`src/rtl/decode_ctrl_pipe.sv`:
```
`default_nettype none
// +-----------------------------------------------------------------------------+
// | decode_ctrl_pipe: registered, handshaked R/I-type ALU control decoder       |
// | Rev 1.0 - initial release                                                   |
// +-----------------------------------------------------------------------------+
module decode_ctrl_pipe #(
  parameter int XLEN        = 32,
  parameter int MUL_LATENCY = 3,
  parameter int LEGACY_MUL  = 1
) (
  input  logic            clk,
  input  logic            rst_n,
  input  logic            in_valid,
  output logic            in_ready,
  input  logic [31:0]     instr,
  output logic            out_valid,
  input  logic            out_ready,
  output logic [3:0]      alu_control,
  output logic            regwrite,
  output logic            use_imm,
  output logic [XLEN-1:0] imm,
  output logic [4:0]      rd,
  output logic [4:0]      rs1,
  output logic [4:0]      rs2,
  output logic            illegal
);

  localparam logic [6:0] OP_R = 7'b0110011;
  localparam logic [6:0] OP_I = 7'b0010011;

  localparam logic [3:0] ALU_AND  = 4'b0000;
  localparam logic [3:0] ALU_OR   = 4'b0001;
  localparam logic [3:0] ALU_ADD  = 4'b0010;
  localparam logic [3:0] ALU_SLL  = 4'b0011;
  localparam logic [3:0] ALU_SUB  = 4'b0100;
  localparam logic [3:0] ALU_SRL  = 4'b0101;
  localparam logic [3:0] ALU_MUL  = 4'b0110;
  localparam logic [3:0] ALU_XOR  = 4'b0111;
  localparam logic [3:0] ALU_SRA  = 4'b1000;
  localparam logic [3:0] ALU_SLT  = 4'b1001;
  localparam logic [3:0] ALU_SLTU = 4'b1010;

  // Counter only ever holds MUL_LATENCY-2 down to 0.
  localparam int CNT_W    = (MUL_LATENCY > 2) ? $clog2(MUL_LATENCY - 1) : 1;
  localparam int CNT_INIT = (MUL_LATENCY > 1) ? (MUL_LATENCY - 2) : 0;

  typedef enum logic [1:0] {
    S_IDLE  = 2'd0,
    S_FULL  = 2'd1,
    S_STALL = 2'd2
  } state_t;

  state_t           state_q, state_d;
  logic [CNT_W-1:0] cnt_q, cnt_d;

  logic [3:0]       alu_control_q, alu_control_d;
  logic             regwrite_q, regwrite_d;
  logic             use_imm_q, use_imm_d;
  logic [XLEN-1:0]  imm_q, imm_d;
  logic [4:0]       rd_q, rd_d;
  logic [4:0]       rs1_q, rs1_d;
  logic [4:0]       rs2_q, rs2_d;
  logic             illegal_q, illegal_d;

  logic [3:0]       dec_alu;
  logic             dec_regwrite;
  logic             dec_use_imm;
  logic [XLEN-1:0]  dec_imm;
  logic [4:0]       dec_rs2;
  logic             dec_bad;

  logic [6:0]       opcode;
  logic [2:0]       funct3;
  logic [6:0]       funct7;
  logic             out_is_mul;
  logic             accept;

  assign opcode = instr[6:0];
  assign funct3 = instr[14:12];
  assign funct7 = instr[31:25];

  always_comb begin
    dec_alu      = ALU_AND;
    dec_regwrite = 1'b0;
    dec_use_imm  = 1'b0;
    dec_imm      = '0;
    dec_rs2      = instr[24:20];
    dec_bad      = 1'b0;
    case (opcode)
      OP_R: begin
        dec_regwrite = 1'b1;
        case ({funct3, funct7})
          {3'd0, 7'h00}: dec_alu = ALU_ADD;
          {3'd0, 7'h20}: dec_alu = ALU_SUB;
          {3'd0, 7'h01}: dec_alu = ALU_MUL;
          {3'd1, 7'h00}: dec_alu = ALU_SLL;
          {3'd2, 7'h00}: dec_alu = (LEGACY_MUL != 0) ? ALU_MUL : ALU_SLT;
          {3'd3, 7'h00}: dec_alu = ALU_SLTU;
          {3'd4, 7'h00}: dec_alu = ALU_XOR;
          {3'd5, 7'h00}: dec_alu = ALU_SRL;
          {3'd5, 7'h20}: dec_alu = ALU_SRA;
          {3'd6, 7'h00}: dec_alu = ALU_OR;
          {3'd7, 7'h00}: dec_alu = ALU_AND;
          default:       dec_bad = 1'b1;
        endcase
      end
      OP_I: begin
        dec_regwrite = 1'b1;
        dec_use_imm  = 1'b1;
        dec_imm      = {{(XLEN-12){instr[31]}}, instr[31:20]};
        dec_rs2      = 5'd0;
        case (funct3)
          3'd0: dec_alu = ALU_ADD;
          3'd2: dec_alu = ALU_SLT;
          3'd3: dec_alu = ALU_SLTU;
          3'd4: dec_alu = ALU_XOR;
          3'd6: dec_alu = ALU_OR;
          3'd7: dec_alu = ALU_AND;
          3'd1: begin
            if (funct7 == 7'h00) dec_alu = ALU_SLL;
            else                 dec_bad = 1'b1;
          end
          default: begin
            if (funct7 == 7'h00)      dec_alu = ALU_SRL;
            else if (funct7 == 7'h20) dec_alu = ALU_SRA;
            else                      dec_bad = 1'b1;
          end
        endcase
      end
      default: dec_bad = 1'b1;
    endcase
    // An illegal word carries no operation, only the flag.
    if (dec_bad) begin
      dec_alu      = ALU_AND;
      dec_regwrite = 1'b0;
      dec_use_imm  = 1'b0;
      dec_imm      = '0;
    end
  end

  assign out_is_mul = (alu_control_q == ALU_MUL);
  assign in_ready   = (state_q == S_IDLE) ||
                      ((state_q == S_FULL) && out_ready && !out_is_mul);
  assign accept     = in_valid && in_ready;
  assign out_valid  = (state_q == S_FULL);

  always_comb begin
    state_d = state_q;
    cnt_d   = cnt_q;
    case (state_q)
      S_IDLE: begin
        if (accept) state_d = S_FULL;
      end
      S_FULL: begin
        if (out_ready) begin
          if (out_is_mul) begin
            if (MUL_LATENCY == 1) begin
              state_d = S_IDLE;
            end else begin
              state_d = S_STALL;
              cnt_d   = CNT_W'(CNT_INIT);
            end
          end else if (!accept) begin
            state_d = S_IDLE;
          end
        end
      end
      S_STALL: begin
        if (cnt_q == '0) state_d = S_IDLE;
        else             cnt_d   = cnt_q - 1'b1;
      end
      default: begin
        state_d = S_IDLE;
        cnt_d   = '0;
      end
    endcase
  end

  always_comb begin
    alu_control_d = alu_control_q;
    regwrite_d    = regwrite_q;
    use_imm_d     = use_imm_q;
    imm_d         = imm_q;
    rd_d          = rd_q;
    rs1_d         = rs1_q;
    rs2_d         = rs2_q;
    illegal_d     = illegal_q;
    if (accept) begin
      alu_control_d = dec_alu;
      regwrite_d    = dec_regwrite;
      use_imm_d     = dec_use_imm;
      imm_d         = dec_imm;
      rd_d          = instr[11:7];
      rs1_d         = instr[19:15];
      rs2_d         = dec_rs2;
      illegal_d     = dec_bad;
    end
  end

  always_ff @(posedge clk or negedge rst_n) begin
    if (!rst_n) begin
      state_q       <= S_IDLE;
      cnt_q         <= '0;
      alu_control_q <= '0;
      regwrite_q    <= 1'b0;
      use_imm_q     <= 1'b0;
      imm_q         <= '0;
      rd_q          <= '0;
      rs1_q         <= '0;
      rs2_q         <= '0;
      illegal_q     <= 1'b0;
    end else begin
      state_q       <= state_d;
      cnt_q         <= cnt_d;
      alu_control_q <= alu_control_d;
      regwrite_q    <= regwrite_d;
      use_imm_q     <= use_imm_d;
      imm_q         <= imm_d;
      rd_q          <= rd_d;
      rs1_q         <= rs1_d;
      rs2_q         <= rs2_d;
      illegal_q     <= illegal_d;
    end
  end

  assign alu_control = alu_control_q;
  assign regwrite    = regwrite_q;
  assign use_imm     = use_imm_q;
  assign imm         = imm_q;
  assign rd          = rd_q;
  assign rs1         = rs1_q;
  assign rs2         = rs2_q;
  assign illegal     = illegal_q;

endmodule
`default_nettype wire
```
`config.mk`:
```
export PLATFORM = sky130hd
export DESIGN_NAME = decode_ctrl_pipe
export DESIGN_NICKNAME = d
export VERILOG_FILES = /design/src/rtl/decode_ctrl_pipe.sv
export SDC_FILE = /design/constraint.sdc
export NUM_CORES = 1
export LEC_CHECK = 0
export CAP_MARGIN = 20
export CORE_AREA = 10 10 88 90
export DETAILED_ROUTE_END_ITERATION = 10
export DIE_AREA = 0 0 98 100
export HOLD_SLACK_MARGIN = 0.1
export PLACE_DENSITY_LB_ADDON = 0.1
export SETUP_SLACK_MARGIN = 0.4
export SYNTH_ARGS = -nofsm -noshare
export SYNTH_HDL_FRONTEND = slang
export SYNTH_SLANG_ARGS = --single-unit
```
`constraint.sdc`:
```
create_clock -name clk -period 2.85 [get_ports clk]
set_clock_uncertainty 0.2 [all_clocks]
set_input_delay 0.855 -clock clk [delete_from_list [all_inputs] [get_ports clk]]
set_output_delay 0.855 -clock clk [all_outputs]
set_load 0.01 [all_outputs]
```
==> results list <==
- Via-to-Cell Ratio: 4.72
- Setup violations remaining at the end of the flow were counted as 0.
* Most used routing layer in global routing: met2
- Startpoint type of the worst setup path: input pin
- Max-cap violations: 0
- Of the available clock period, the critical path in the final layout requires 0.847.
- Iteration count of the initial detailed-routing pass: 4
- Internal power comes to 1.04 mW.
- Total routed wirelength: 5.89 mm
- IR analysis of the VDD net gives a maximum drop of 0.276 mV.
* Grt met1 use: 0.143
- The H-tree generated during clock tree synthesis spans 2 levels.
- Of the total power, combinational logic draws 0.186.
- Row generation in the floorplan step produced 29 rows.
- After the last flow step, the layout net total stands at 330.
- For this run, the register share of the synthesized area comes to 0.485.
* Vertical extent of the die: 100 um
* Effective utilization at floorplan: 0.311
* Achievable Freq: 414 MHz
* Post-route antenna net violation count: 0
- After detailed routing, the average wire length per cell comes to 15.8 um.
- Synthesis handed over a netlist of 202 instances.
* Clock tree from TritonCTS: yes
- At the placement stage, the worst setup path has a slack of -0.427 ns.
- Post-synthesis async set-or-reset flop share: 1.00
* Maximum number of pins on one net before global-route repair: 34
* Aggregate global routing overflow: 0
* Die X: 98 um
- Placed instance area: 2840 um^2
- Critical path peak fanout: 2
* Hold crit path type: in -> async
- Clock slew at the register clock pins of the worst setup and hold paths: 0.08 ns
- The floorplan step defined a die boundary enclosing 9800 um^2.
- Minimum setup slack in the final design: 0.437 ns
- The later pin in the worst-skew pair is clocked with a latency of 0.28 ns.
* Cell Chain, Critical Path: buf_6, inv_2, o21ai_2, nor2b_1, buf_2
- Number of enable flip-flop cells after synthesis: 0
* Area growth from synthesis to layout: 66.1%
- Type of element capturing the critical path: output port
* Clock network fraction of total power: 0.393
* Estimated wirelength of the detail-placed design: 4.41 mm
- Mean instance size in the synthesized netlist: 9.45 um^2
- Area inside the core boundary: 6130 um^2
- Share of layout cells above drive strength 1: 0.190
* Standby leakage power: 1.78 nW
- Arrival time of the worst setup path: 1.36 ns
* Post-synthesis register bit count: 37
* Via count: 1755
- The cell sitting at the root of the clock tree is a clkbuf_8.
- The share of total power dissipated in sequential elements is 0.421.
- Synthesis instantiated 41 different standard cells from the library.
* Critical Path Slowest Stage Cell: o21ai_2
* Synth warn: 0
* Clock buffers created by TritonCTS: 5
- For this run, the total global-route usage over all layers was measured as 0.112.
- Status: completed
- In the routed design, unresolved DRC markers number 0.
- Wire length of the first global-routing pass: 9.24 mm
* Post-Place Cells: 357
- Post-Synthesis Net Count: 238
- The largest single stage delay on the critical path is 0.13 ns.
- In this run the power density over the cells is 427 nW/um^2.
- Slew at the pin closest to its max-slew limit: 0.352 ns
* Setup repair after global routing missed its margin: true
- Most used flip-flop cell after synthesis: dfrtp_1
- Antenna fix cells: 0
* CTS sink cnt: 37
- Category of the critical setup timing path: in -> out
- The number of pins exceeding their max-slew limit in the final report is 0.
- WP data required: 1.80 ns
- Switching power: 0.317 mW
* GRT met2 Usage: 0.183
- Vias in the first global route: 1760
* Final hold violation count: 0
* Cell area after technology mapping: 1910 um^2
* Ports placed on the boundary: 92
- Net Sw Frac: 0.234
- Design Area, Final: 3170 um^2
- Measured against its own limit, the worst slew margin works out to 0.765.
* Final worst path period need: 2.41 ns
* GR Util met3: 0.0268
- Number of antenna violations at the first check in global routing: 0
- Cell Count, Final, Fillers Out: 372
* Post-cts hold buffer count: 0
- GP Congestion: 0.877
- DRC marker count from the first detailed-route iteration: 44
* Bufs on Longest Clock Path: 2
- Port buffering added 91 buffers.
## power by group through the flow
stage                     clock network (mW)  logic [mW]  registers, mW
final                                  0.532       0.251          0.570
after global routing                   0.575       0.276          0.575
after CTS                              0.548       0.251          0.571
after detailed placement                   0       0.247          0.583
after global placement                     0       0.247          0.581
after floorplan                            0      0.0730          0.595
## stage by stage
step	setup TNS [ns]	power (mW)	hold slack (ns)	utilization
final	0	1.35	0.235	0.517
after global routing	0	1.43	0.244	0.517
after CTS	0	1.37	0.236	0.491
after detailed placement	-0.427	0.830	0.261	0.463
after global placement	-0.413	0.828	0.252	0.463
after floorplan	0	0.668	0.263	-
## worst max-delay path, delay by kind of cell
family | cells | cell delay, ns
compound gates | 1 | 0.13
buf+inv | 3 | 0.23
simple gates | 1 | 0.13
## synthesized netlist by cell type (2+ instances only)
cell type	instances	area, um^2
a31oi_1	2	12.5
buf_4	20	150
o21ai_0	7	35.0
a22o_1	12	105
nor2b_1	4	25.0
nand3_1	10	50.1
nand2_1	52	195
a21oi_1	6	30.0
nor3_1	2	10.0
inv_1	3	11.3
clkbuf_1	7	26.3
buf_6	2	22.5
mux2i_1	2	20.0
o21ai_1	3	15.0
nor2_1	8	30.0
dfrtp_1	37	926
## placed cells by master, fill, tap and decap left out, types with 2 or more instances in the layout
master / n
a22o_1: 12
a21oi_1: 5
bufinv_16: 2
o21ai_0: 5
nand3_1: 10
nand2_2: 2
a31oi_1: 2
mux2i_1: 2
clkbuf_8: 5
buf_4: 24
nor2b_1: 3
dlymetal6s2s_1: 28
o21ai_1: 4
nand2_1: 51
nor2_1: 7
inv_1: 2
buf_2: 2
and3_4: 2
clkdlybuf4s50_1: 59
dfrtp_1: 36
## what timing repair did
action | in CTS | in global routing
resized for setup | 12 | 46
cloned | 0 | 1
buffers inserted | 5 | 1
endpoints found under the setup margin | 24 | 40
pin swaps | 2 | 9
## state kept, by name, indices dropped and copies added, names as in the netlist
signal and count:
alu_control 4, cnt_q 1, illegal 1, imm 12, rd 5, regwrite 1
rs1 5, rs2 5, state_q 2, use_imm 1
## kinds of logic (layout without fill, tap and decap cells)
kind of cell	Yosys count	in the layout	share of synthesized area
simple gates	90	91	0.235
mux	2	2	0.0105
buf+inv	34	126	0.115
compound gates	39	39	0.154
flops	37	37	0.485
## per-layer routing
metal	vias up	share of wire	wire, um
li1	860	-	-
met3	2	0.047	278
met1	842	0.46	2720
met2	51	0.48	2860
met4	0	0.0068	40
met5	-	0	0
## final cells by class
| cell class | count | area [um^2] |
|---|---|---|
| clock buffers | 5 | 68.8 |
| flip-flops and latches | 37 | 927 |
| multi-input cells | 132 | 851 |
| repair buffers | 115 | 1150 |
| inverters | 3 | 11.3 |
| well taps | 77 | 96.3 |
| clock inverters | 3 | 65.1 |
| fillers | 573 | 2960 |
## worst paths after layout
| check | start | to | slack [ns] | depth (start not counted) |
|---|---|---|---|---|
| min in group clk | rs2[0]$_DFFE_PN0P_ | rs2[0]$_DFFE_PN0P_ | 0.27 | 2 |
| max in group asynchronous | rst_n | imm[30]$_DFFE_PN0P_ | 1.68 | 2 |
| max reg2reg | alu_control[0]$_DFFE_PN0P_ | imm[6]$_DFFE_PN0P_ | 0.81 | 7 |
| min reg2reg | rs2[0]$_DFFE_PN0P_ | rs2[0]$_DFFE_PN0P_ | 0.27 | 2 |
| max | out_ready | in_ready | 0.44 | 5 |
| min | rst_n | imm[0]$_DFFE_PN0P_ | 0.24 | 1 |
(Power assumes the default switching activity.)
